`config.mk`:
```
export PLATFORM = sky130hd
export DESIGN_NAME = int_issue_select_flat
export DESIGN_NICKNAME = d
export VERILOG_FILES = /design/src/rtl/int_issue_select_pkg.sv /design/src/rtl/int_issue_select_if.sv /design/src/rtl/int_issue_select_age_matrix_select.sv /design/src/rtl/int_issue_select_priority_encoder.sv /design/src/rtl/int_issue_select.sv /design/src/flat_wrapper.sv
export SDC_FILE = /design/constraint.sdc
export NUM_CORES = 1
export LEC_CHECK = 0
export CORE_AREA = 2 2 326 328
export DETAILED_ROUTE_END_ITERATION = 10
export DIE_AREA = 0 0 328 330
export DONT_BUFFER_PORTS = 1
export HOLD_SLACK_MARGIN = 0.03
export MAX_ROUTING_LAYER = met4
export PLACE_DENSITY = 0.3
export SETUP_SLACK_MARGIN = 0.15
export SYNTH_ARGS = -nofsm -noshare
export SYNTH_HDL_FRONTEND = slang
export SYNTH_HIERARCHICAL = 1
export SYNTH_SLANG_ARGS = --single-unit
```
`constraint.sdc`:
```
create_clock -name clk -period 3.5 [get_ports clk]
set_input_delay 0.7 -clock clk [delete_from_list [all_inputs] [get_ports clk]]
set_output_delay 0.7 -clock clk [all_outputs]
set_load 0.005 [all_outputs]
```
`src/rtl/int_issue_select_pkg.sv`:
```
// rtl/int_issue_select_pkg.sv - shared sizes, ALU/branch types and select policy (INT_ISSUE_AGE_SELECT_EN picks oldest-ready)
`ifndef INT_QUEUE_SIZE
`define INT_QUEUE_SIZE 8
`endif
`ifndef PHYS_REG_NUM_INDEX
`define PHYS_REG_NUM_INDEX 6
`endif
`ifndef DATA_WIDTH
`define DATA_WIDTH 32
`endif
`ifndef ADDR_WIDTH
`define ADDR_WIDTH 32
`endif
`ifndef ACTIVE_LIST_SIZE_INDEX
`define ACTIVE_LIST_SIZE_INDEX 6
`endif

package mips_core_pkg;

  typedef enum logic [3:0] {
    ALUCTL_NOP = 4'd0,
    ALUCTL_ADD = 4'd1,
    ALUCTL_SUB = 4'd2,
    ALUCTL_AND = 4'd3,
    ALUCTL_OR  = 4'd4,
    ALUCTL_XOR = 4'd5,
    ALUCTL_SLT = 4'd6,
    ALUCTL_SLL = 4'd7
  } AluCtl;

  typedef enum logic {
    NOT_TAKEN = 1'b0,
    TAKEN     = 1'b1
  } BranchOutcome;

  typedef enum logic {
    SELECT_LOWEST_INDEX = 1'b0,
    SELECT_OLDEST_READY = 1'b1
  } IssueSelectPolicy;

  localparam int AGE_W_DEFAULT = 4;

`ifdef INT_ISSUE_AGE_SELECT_EN
  localparam IssueSelectPolicy ISSUE_SELECT_POLICY = SELECT_OLDEST_READY;
`else
  localparam IssueSelectPolicy ISSUE_SELECT_POLICY = SELECT_LOWEST_INDEX;
`endif

endpackage

```
`src/rtl/int_issue_select_if.sv`:
```
// rtl/int_issue_select_if.sv - integer issue-queue contents as seen by the selector
interface integer_issue_queue_ifc #(
  parameter int QSIZE = `INT_QUEUE_SIZE
);
  import mips_core_pkg::*;

  logic [QSIZE-1:0]                   entry_available_bit;
  logic [QSIZE-1:0]                   ready_bit_src1;
  logic [QSIZE-1:0]                   ready_bit_src2;
  logic [`PHYS_REG_NUM_INDEX-1:0]     src1            [QSIZE];
  logic [`PHYS_REG_NUM_INDEX-1:0]     src2            [QSIZE];
  logic [`DATA_WIDTH-1:0]             immediate       [QSIZE];
  logic                               uses_immediate  [QSIZE];
  logic                               is_branch       [QSIZE];
  AluCtl                              alu_ctl         [QSIZE];
  BranchOutcome                       prediction      [QSIZE];
  logic [`ADDR_WIDTH-1:0]             recovery_target [QSIZE];
  logic [`ACTIVE_LIST_SIZE_INDEX-1:0] active_list_id  [QSIZE];

  modport in (
    input entry_available_bit, ready_bit_src1, ready_bit_src2,
    input src1, src2, immediate, uses_immediate, is_branch,
    input alu_ctl, prediction, recovery_target, active_list_id
  );

  modport out (
    output entry_available_bit, ready_bit_src1, ready_bit_src2,
    output src1, src2, immediate, uses_immediate, is_branch,
    output alu_ctl, prediction, recovery_target, active_list_id
  );
endinterface

```
`src/rtl/int_issue_select_age_matrix_select.sv`:
```
// rtl/int_issue_select_age_matrix_select.sv - oldest eligible entry wins, ties to lowest index
module age_matrix_select #(
  parameter int QSIZE = 8,
  parameter int AGE_W = 4
) (
  input  logic [QSIZE-1:0]            eligible,
  input  logic [QSIZE-1:0][AGE_W-1:0] ages,
  output logic [QSIZE-1:0]            grant,
  output logic                        grant_valid
);
  logic win;

  // Entry i wins when no other eligible entry is older, or equally old at a lower index.
  always_comb begin
    grant = '0;
    win   = 1'b0;
    for (int i = 0; i < QSIZE; i++) begin
      win = eligible[i];
      for (int j = 0; j < QSIZE; j++) begin
        if (j != i && eligible[j]) begin
          if ((ages[j] > ages[i]) || ((ages[j] == ages[i]) && (j < i))) begin
            win = 1'b0;
          end
        end
      end
      grant[i] = win;
    end
  end

  assign grant_valid = |eligible;
endmodule

```
`src/rtl/int_issue_select_priority_encoder.sv`:
```
// rtl/int_issue_select_priority_encoder.sv - lowest-index one-hot grant
module priority_encoder #(
  parameter int WIDTH = 8
) (
  input  logic [WIDTH-1:0] req,
  output logic [WIDTH-1:0] gnt,
  output logic             valid
);
  // Isolate the lowest set bit of the request vector.
  assign gnt   = req & (~req + WIDTH'(1));
  assign valid = |req;
endmodule

```
`src/rtl/int_issue_select.sv`:
```
// rtl/int_issue_select.sv - integer issue select and issue register (INT_ISSUE_AGE_SELECT_EN: oldest-ready policy)
module int_issue_select
  import mips_core_pkg::*;
#(
  parameter int QSIZE = `INT_QUEUE_SIZE,
  parameter int AGE_W = AGE_W_DEFAULT
) (
  input  logic                               clk,
  input  logic                               rst_n,
  integer_issue_queue_ifc.in                 curr_int_queue,
  input  logic                               flush,
  input  logic                               alu_ready,
  output logic [QSIZE-1:0]                   issued_mask,
  output logic                               out_valid,
  output logic [`PHYS_REG_NUM_INDEX-1:0]     out_src1,
  output logic [`PHYS_REG_NUM_INDEX-1:0]     out_src2,
  output logic [`DATA_WIDTH-1:0]             out_immediate,
  output logic                               out_uses_immediate,
  output logic                               out_is_branch,
  output AluCtl                              out_alu_ctl,
  output BranchOutcome                       out_prediction,
  output logic [`ADDR_WIDTH-1:0]             out_recovery_target,
  output logic [`ACTIVE_LIST_SIZE_INDEX-1:0] out_active_list_id
);
  localparam int IDX_W = (QSIZE > 1) ? $clog2(QSIZE) : 1;

  logic [QSIZE-1:0] eligible;
  logic [QSIZE-1:0] issued_q;
  logic [QSIZE-1:0] grant;
  logic             grant_valid;
  logic             sel_en;
  logic [IDX_W-1:0] sel_idx;

  // The queue only frees an issued entry a cycle later, so last cycle's pick is masked out.
  assign eligible = ~curr_int_queue.entry_available_bit
                  & curr_int_queue.ready_bit_src1
                  & curr_int_queue.ready_bit_src2
                  & ~issued_q;

  assign sel_en = rst_n && !flush && (!out_valid || alu_ready);

`ifdef INT_ISSUE_AGE_SELECT_EN
  logic [QSIZE-1:0][AGE_W-1:0] age;

  // Per-entry occupancy age: cleared while free, when issued and on flush; saturates at all-ones.
  always_ff @(posedge clk) begin
    for (int i = 0; i < QSIZE; i++) begin
      if (!rst_n || flush || curr_int_queue.entry_available_bit[i] || issued_mask[i] || issued_q[i]) begin
        age[i] <= '0;
      end else if (age[i] != {AGE_W{1'b1}}) begin
        age[i] <= age[i] + 1'b1;
      end
    end
  end

  age_matrix_select #(
    .QSIZE(QSIZE),
    .AGE_W(AGE_W)
  ) u_age_matrix_select (
    .eligible   (eligible),
    .ages       (age),
    .grant      (grant),
    .grant_valid(grant_valid)
  );
`else
  priority_encoder #(
    .WIDTH(QSIZE)
  ) u_priority_encoder (
    .req  (eligible),
    .gnt  (grant),
    .valid(grant_valid)
  );
`endif

  assign issued_mask = (sel_en && grant_valid) ? grant : '0;

  // Convert the one-hot grant into an index for the payload mux.
  always_comb begin
    sel_idx = '0;
    for (int i = 0; i < QSIZE; i++) begin
      if (grant[i]) begin
        sel_idx = IDX_W'(i);
      end
    end
  end

  // Remember which entry was released so it cannot be picked again next cycle.
  always_ff @(posedge clk) begin
    if (!rst_n) begin
      issued_q <= '0;
    end else begin
      issued_q <= issued_mask;
    end
  end

  // Issue register: load on select, drop on flush/reset or when drained with nothing eligible, hold on stall.
  always_ff @(posedge clk) begin
    if (!rst_n) begin
      out_valid           <= 1'b0;
      out_src1            <= '0;
      out_src2            <= '0;
      out_immediate       <= '0;
      out_uses_immediate  <= 1'b0;
      out_is_branch       <= 1'b0;
      out_alu_ctl         <= ALUCTL_NOP;
      out_prediction      <= NOT_TAKEN;
      out_recovery_target <= '0;
      out_active_list_id  <= '0;
    end else if (flush) begin
      out_valid <= 1'b0;
    end else if (sel_en) begin
      out_valid <= grant_valid;
      if (grant_valid) begin
        out_src1            <= curr_int_queue.src1[sel_idx];
        out_src2            <= curr_int_queue.src2[sel_idx];
        out_immediate       <= curr_int_queue.immediate[sel_idx];
        out_uses_immediate  <= curr_int_queue.uses_immediate[sel_idx];
        out_is_branch       <= curr_int_queue.is_branch[sel_idx];
        out_alu_ctl         <= curr_int_queue.alu_ctl[sel_idx];
        out_prediction      <= curr_int_queue.prediction[sel_idx];
        out_recovery_target <= curr_int_queue.recovery_target[sel_idx];
        out_active_list_id  <= curr_int_queue.active_list_id[sel_idx];
      end
    end
  end
endmodule

```
`src/flat_wrapper.sv`:
```
// flat-port wrapper written by rule: the top's interface ports become plain ports
module int_issue_select_flat import mips_core_pkg::*;
#(
  parameter int QSIZE = `INT_QUEUE_SIZE,
  parameter int AGE_W = AGE_W_DEFAULT
)
  (clk, rst_n, flush, alu_ready, issued_mask, out_valid, out_src1, out_src2, out_immediate, out_uses_immediate, out_is_branch, out_alu_ctl, out_prediction, out_recovery_target, out_active_list_id, curr_int_queue_entry_available_bit, curr_int_queue_ready_bit_src1, curr_int_queue_ready_bit_src2, curr_int_queue_src1, curr_int_queue_src2, curr_int_queue_immediate, curr_int_queue_uses_immediate, curr_int_queue_is_branch, curr_int_queue_alu_ctl, curr_int_queue_prediction, curr_int_queue_recovery_target, curr_int_queue_active_list_id);
  integer_issue_queue_ifc #(.QSIZE(QSIZE)) curr_int_queue_i ();
  input  logic clk;
  input  logic rst_n;
  input  logic flush;
  input  logic alu_ready;
  output logic [QSIZE-1:0] issued_mask;
  output logic out_valid;
  output logic [`PHYS_REG_NUM_INDEX-1:0] out_src1;
  output logic [`PHYS_REG_NUM_INDEX-1:0] out_src2;
  output logic [`DATA_WIDTH-1:0] out_immediate;
  output logic out_uses_immediate;
  output logic out_is_branch;
  output AluCtl out_alu_ctl;
  output BranchOutcome out_prediction;
  output logic [`ADDR_WIDTH-1:0] out_recovery_target;
  output logic [`ACTIVE_LIST_SIZE_INDEX-1:0] out_active_list_id;
  input wire logic [$bits(curr_int_queue_i.entry_available_bit)-1:0] curr_int_queue_entry_available_bit;
  input wire logic [$bits(curr_int_queue_i.ready_bit_src1)-1:0] curr_int_queue_ready_bit_src1;
  input wire logic [$bits(curr_int_queue_i.ready_bit_src2)-1:0] curr_int_queue_ready_bit_src2;
  input wire logic [$bits(curr_int_queue_i.src1)-1:0] curr_int_queue_src1;
  input wire logic [$bits(curr_int_queue_i.src2)-1:0] curr_int_queue_src2;
  input wire logic [$bits(curr_int_queue_i.immediate)-1:0] curr_int_queue_immediate;
  input wire logic [$bits(curr_int_queue_i.uses_immediate)-1:0] curr_int_queue_uses_immediate;
  input wire logic [$bits(curr_int_queue_i.is_branch)-1:0] curr_int_queue_is_branch;
  input wire logic [$bits(curr_int_queue_i.alu_ctl)-1:0] curr_int_queue_alu_ctl;
  input wire logic [$bits(curr_int_queue_i.prediction)-1:0] curr_int_queue_prediction;
  input wire logic [$bits(curr_int_queue_i.recovery_target)-1:0] curr_int_queue_recovery_target;
  input wire logic [$bits(curr_int_queue_i.active_list_id)-1:0] curr_int_queue_active_list_id;
  assign curr_int_queue_i.entry_available_bit = curr_int_queue_entry_available_bit;
  assign curr_int_queue_i.ready_bit_src1 = curr_int_queue_ready_bit_src1;
  assign curr_int_queue_i.ready_bit_src2 = curr_int_queue_ready_bit_src2;
  assign curr_int_queue_i.src1 = {>>{curr_int_queue_src1}};
  assign curr_int_queue_i.src2 = {>>{curr_int_queue_src2}};
  assign curr_int_queue_i.immediate = {>>{curr_int_queue_immediate}};
  assign curr_int_queue_i.uses_immediate = {>>{curr_int_queue_uses_immediate}};
  assign curr_int_queue_i.is_branch = {>>{curr_int_queue_is_branch}};
  assign curr_int_queue_i.alu_ctl = {>>{curr_int_queue_alu_ctl}};
  assign curr_int_queue_i.prediction = {>>{curr_int_queue_prediction}};
  assign curr_int_queue_i.recovery_target = {>>{curr_int_queue_recovery_target}};
  assign curr_int_queue_i.active_list_id = {>>{curr_int_queue_active_list_id}};
  int_issue_select #(.QSIZE(QSIZE), .AGE_W(AGE_W)) u_core (.clk(clk), .rst_n(rst_n), .curr_int_queue(curr_int_queue_i), .flush(flush), .alu_ready(alu_ready), .issued_mask(issued_mask), .out_valid(out_valid), .out_src1(out_src1), .out_src2(out_src2), .out_immediate(out_immediate), .out_uses_immediate(out_uses_immediate), .out_is_branch(out_is_branch), .out_alu_ctl(out_alu_ctl), .out_prediction(out_prediction), .out_recovery_target(out_recovery_target), .out_active_list_id(out_active_list_id));
endmodule
```
==> metrics.md <==
| Metric | Value |
|---|---|
| Outcome | `completed` |
| Pwr dens | `319 nW/µm²` |
| Final Setup Violations | `0` |
| Antenna violations before repair | `27` |
| P&R area growth vs syn | `29.6%` |
| Avg Inst Size Synth | `7.50 µm²` |
| Worst skew pair latency | `0.40 ns` |
| Layout cells sized above 1 | `18.5%` |
| Grt ovf | `0` |
| H-tree Lvls | `3` |
| CP Max Fanout | `39` |
| Initial Util | `9.46%` |
| Mapped Cells | `1,320` |
| Drt wl/cell | `27.9 µm` |
| Dpl hpwl | `60,500 µm` |
| Drt first pass iters | `5` |
| Power Internal | `2.40 mW` |
| Vias in the first global route | `12,200` |
| Finished Cell Area | `12,800 µm²` |
| Yosys cell types | `50` |
| Most common cell after layout, fill and taps aside | `nor2_1` |
| Commonest cells after routing, fill and taps aside | `nor2_1 (129), buf_4 (124), dfxtp_1 (98)` |
| Total wire length | `76,100 µm` |
| # port buffers | `0` |
| Rows | `119` |
| RSZ-0062 raised after global routing | `false` |
| Design Power | `4.10 mW` |
| Hold depth | `2` |
| EDFF count, synth | `0` |
| GRT Total Usage | `13.5%` |
| Placer congestion estimate | `0.897` |
| Die H | `330 µm` |
| Leading area contributor after synthesis | `dfxtp_1` |
| CP Launch Type | `input pin` |
| Worst r2r src | `u_core/issued_q[3]` |
| Fmax | `0.318 GHz` |
| Post-DRT Antenna Nets | `0` |
| Clk sinks | `98` |
| Hold path start | `rst_n` |
| Sequential share of the synthesized area | `19.8%` |
| Hold path endpoint | `u_core/out_immediate[11]` |
| Mapped Area | `9900 µm²` |
| Max_cap viols | `0` |
| Multi-input logic area | `7290 µm²` |
| CP arrival | `2.44 ns` |
| Clock Tree Buf Depth | `2` |
| Rel. slew slack | `53.2%` |
| FF-to-FF path depth | `11` |
| Async set or reset register ratio after synthesis | `0%` |
| Yosys top cell area share | `19.8%` |
| Largest net degree at the start of global routing | `92` |
| Psw | `1.70 mW` |
| First-pass GRT wire length | `99,200 µm` |
| Reg power frac | `31.6%` |
| FF/Latch Area | `1960 µm²` |
| Final worst path period share | `89.8%` |
| Least-Margin Pin Slew | `0.703 ns` |
| Worst reg2reg endpoint | `u_core/out_immediate[4]` |
| Worst Path Required | `2.80 ns` |
| Die span in x | `328 µm` |
| CTS tree | `built` |
| Synth Flop Type | `dfxtp_1` |
| Fill count | `12,100` |
| CP Capture Type | `primary output` |
| Via density per instance | `4.49` |
| Worst hold margin | `0.460 ns` |
| Fin crit period | `3.14 ns` |
| Logic gate share of total power | `40.4%` |
| Slew Limit Fails | `0` |
| Largest cells by area after synthesis | `dfxtp_1 (20%), and4_1 (7.9%), clkbuf_1 (5.2%)` |
| Via count | `12,200` |
| Core ar. | `105,000 µm²` |
| DR DRC count | `0` |
| R2r setup slk | `0.36 ns` |
| Synth Warn # | `6` |
| Worst-case clock skew | `0.00952 ns` |
| Placed cell area | `12,500 µm²` |
| Final hold violations | `0` |
| Max IR drop VDD | `0.245 mV` |
| Synth Register Bits | `98` |
| I/O Pins | `838` |
| Clk slew on worst S/H paths | `0.09 ns` |
| Drt initial violations | `1,295` |
| Die Area | `108,000 µm²` |
| Sw Share | `41.4%` |
| Worst hold path class | `input pin to register` |
| TritonCTS buffer count | `9` |
| Final-stage net count | `2,041` |
| Leak | `4.44 nW` |
| Clock share of power | `28.0%` |
| Clock root cell | `clkbuf_16` |
| Crit path kind | `input pin to primary output` |
| Post-Syn Nets | `2,060` |
power groups by stage:
stage / combinational (mW) / sequential, mW / clock [mW]
finish: 1.66 / 1.30 / 1.15
floorplan: 0.961 / 1.27 / 0
global placement: 1.65 / 1.32 / 0
detailed placement: 1.65 / 1.32 / 0
global route: 1.78 / 1.30 / 1.25
CTS: 1.66 / 1.30 / 1.25
layer usage:
layer / part of all wire (%) / vias to the layer above / track usage (%) / wire length (µm)
li1: - / 5261 / - / -
met1: 41 / 6043 / 16.2 / 31200
met2: 47 / 811 / 21.2 / 36000
met3: 7.8 / 128 / 3.47 / 5970
met4: 3.9 / 0 / 5.70 / 2950
met5: 0 / - / - / 0
cells by family after synthesis:
group                  count (synthesis)  share of synthesized area, %
AOI/OAI and AO/OA                    500                          37.5
buffers and inverters                184                          8.08
DFF                                   98                          19.8
muxes                                 62                          6.67
and+or+nand+nor                      476                          27.9
flip-flops by register name, indices dropped and copies added, names as in the netlist:
register                    flops
u_core/out_src2                 6
u_core/issued_q                 8
u_core/out_src1                 6
u_core/out_is_branch            1
u_core/out_valid                1
u_core/out_uses_immediate       1
u_core/out_alu_ctl              4
u_core/out_immediate           32
u_core/out_prediction           1
u_core/out_recovery_target     32
u_core/out_active_list_id       6
worst max-delay path, stage by stage:
cell and delay (ns):
nor4bb_2 0.15, buf_4 0.16, nor4_4 0.37, and4b_4 0.31
buf_4 0.45, and3_1 0.28
synth_stat cells (3+ instances only):
master / instances
and3_1: 19
dfxtp_1: 98
o21a_1: 27
o2111a_1: 30
a221oi_1: 27
buf_4: 9
mux2_2: 32
nand4_1: 57
a31oi_1: 62
nor2_1: 130
and4_1: 89
a221o_1: 32
a311oi_1: 46
o21ai_0: 89
buf_6: 7
a21o_1: 27
nor4bb_1: 8
nand3_1: 32
mux2i_1: 30
buf_1: 10
nand2_1: 56
or3_1: 62
nor2b_1: 4
a311o_1: 27
clkbuf_1: 137
o31ai_1: 27
a21oi_1: 86
a311oi_2: 16
nor3_1: 3
buf_2: 17
worst max path at each step:
stage	start	to	slack [ns]	cells after the start
after detailed placement	curr_int_queue_ready_bit_src2[1]	u_core/out_immediate[16]	-0.31	13
final	curr_int_queue_ready_bit_src2[1]	issued_mask[7]	0.36	6
after global routing	u_core/issued_q[3]	u_core/out_immediate[4]	0.16	11
after global placement	curr_int_queue_ready_bit_src2[1]	u_core/out_immediate[16]	-0.28	13
after CTS	u_core/issued_q[1]	u_core/out_immediate[18]	0.16	13
after floorplan	curr_int_queue_entry_available_bit[1]	u_core/out_alu_ctl[0]	0.15	12
through the flow:
step	utilization [%]	TNS, ns	worst slack, ns	cells
CTS	12.2	0	0.156	2697
detailed placement	11.9	-1.69	-0.308	2681
global route	12.2	0	0.156	2717
floorplan	-	0	0.154	1320
global placement	11.9	-1.16	-0.276	2681
finish	12.3	0	0.358	2725
layout make-up:
class / count / share of cell area [%]
Clock inverter: 5 / 0.429
Sequential cell: 98 / 15.3
Inverter: 3 / 0.0878
Multi-Input combinational cell: 1038 / 56.8
Tap cell: 1391 / 13.6
Antenna cell: 28 / 0.546
Timing Repair Buffer: 151 / 11.5
Clock buffer: 11 / 1.81
what timing repair did:
item / CTS / global route
gates resized for setup: 1 / 2
buffers inserted: 0 / 0
setup endpoints to repair: 1 / 4
cloned: 0 / 0
hold buffers: 0 / 0
Note: power is estimated with default switching activity, not from simulation.
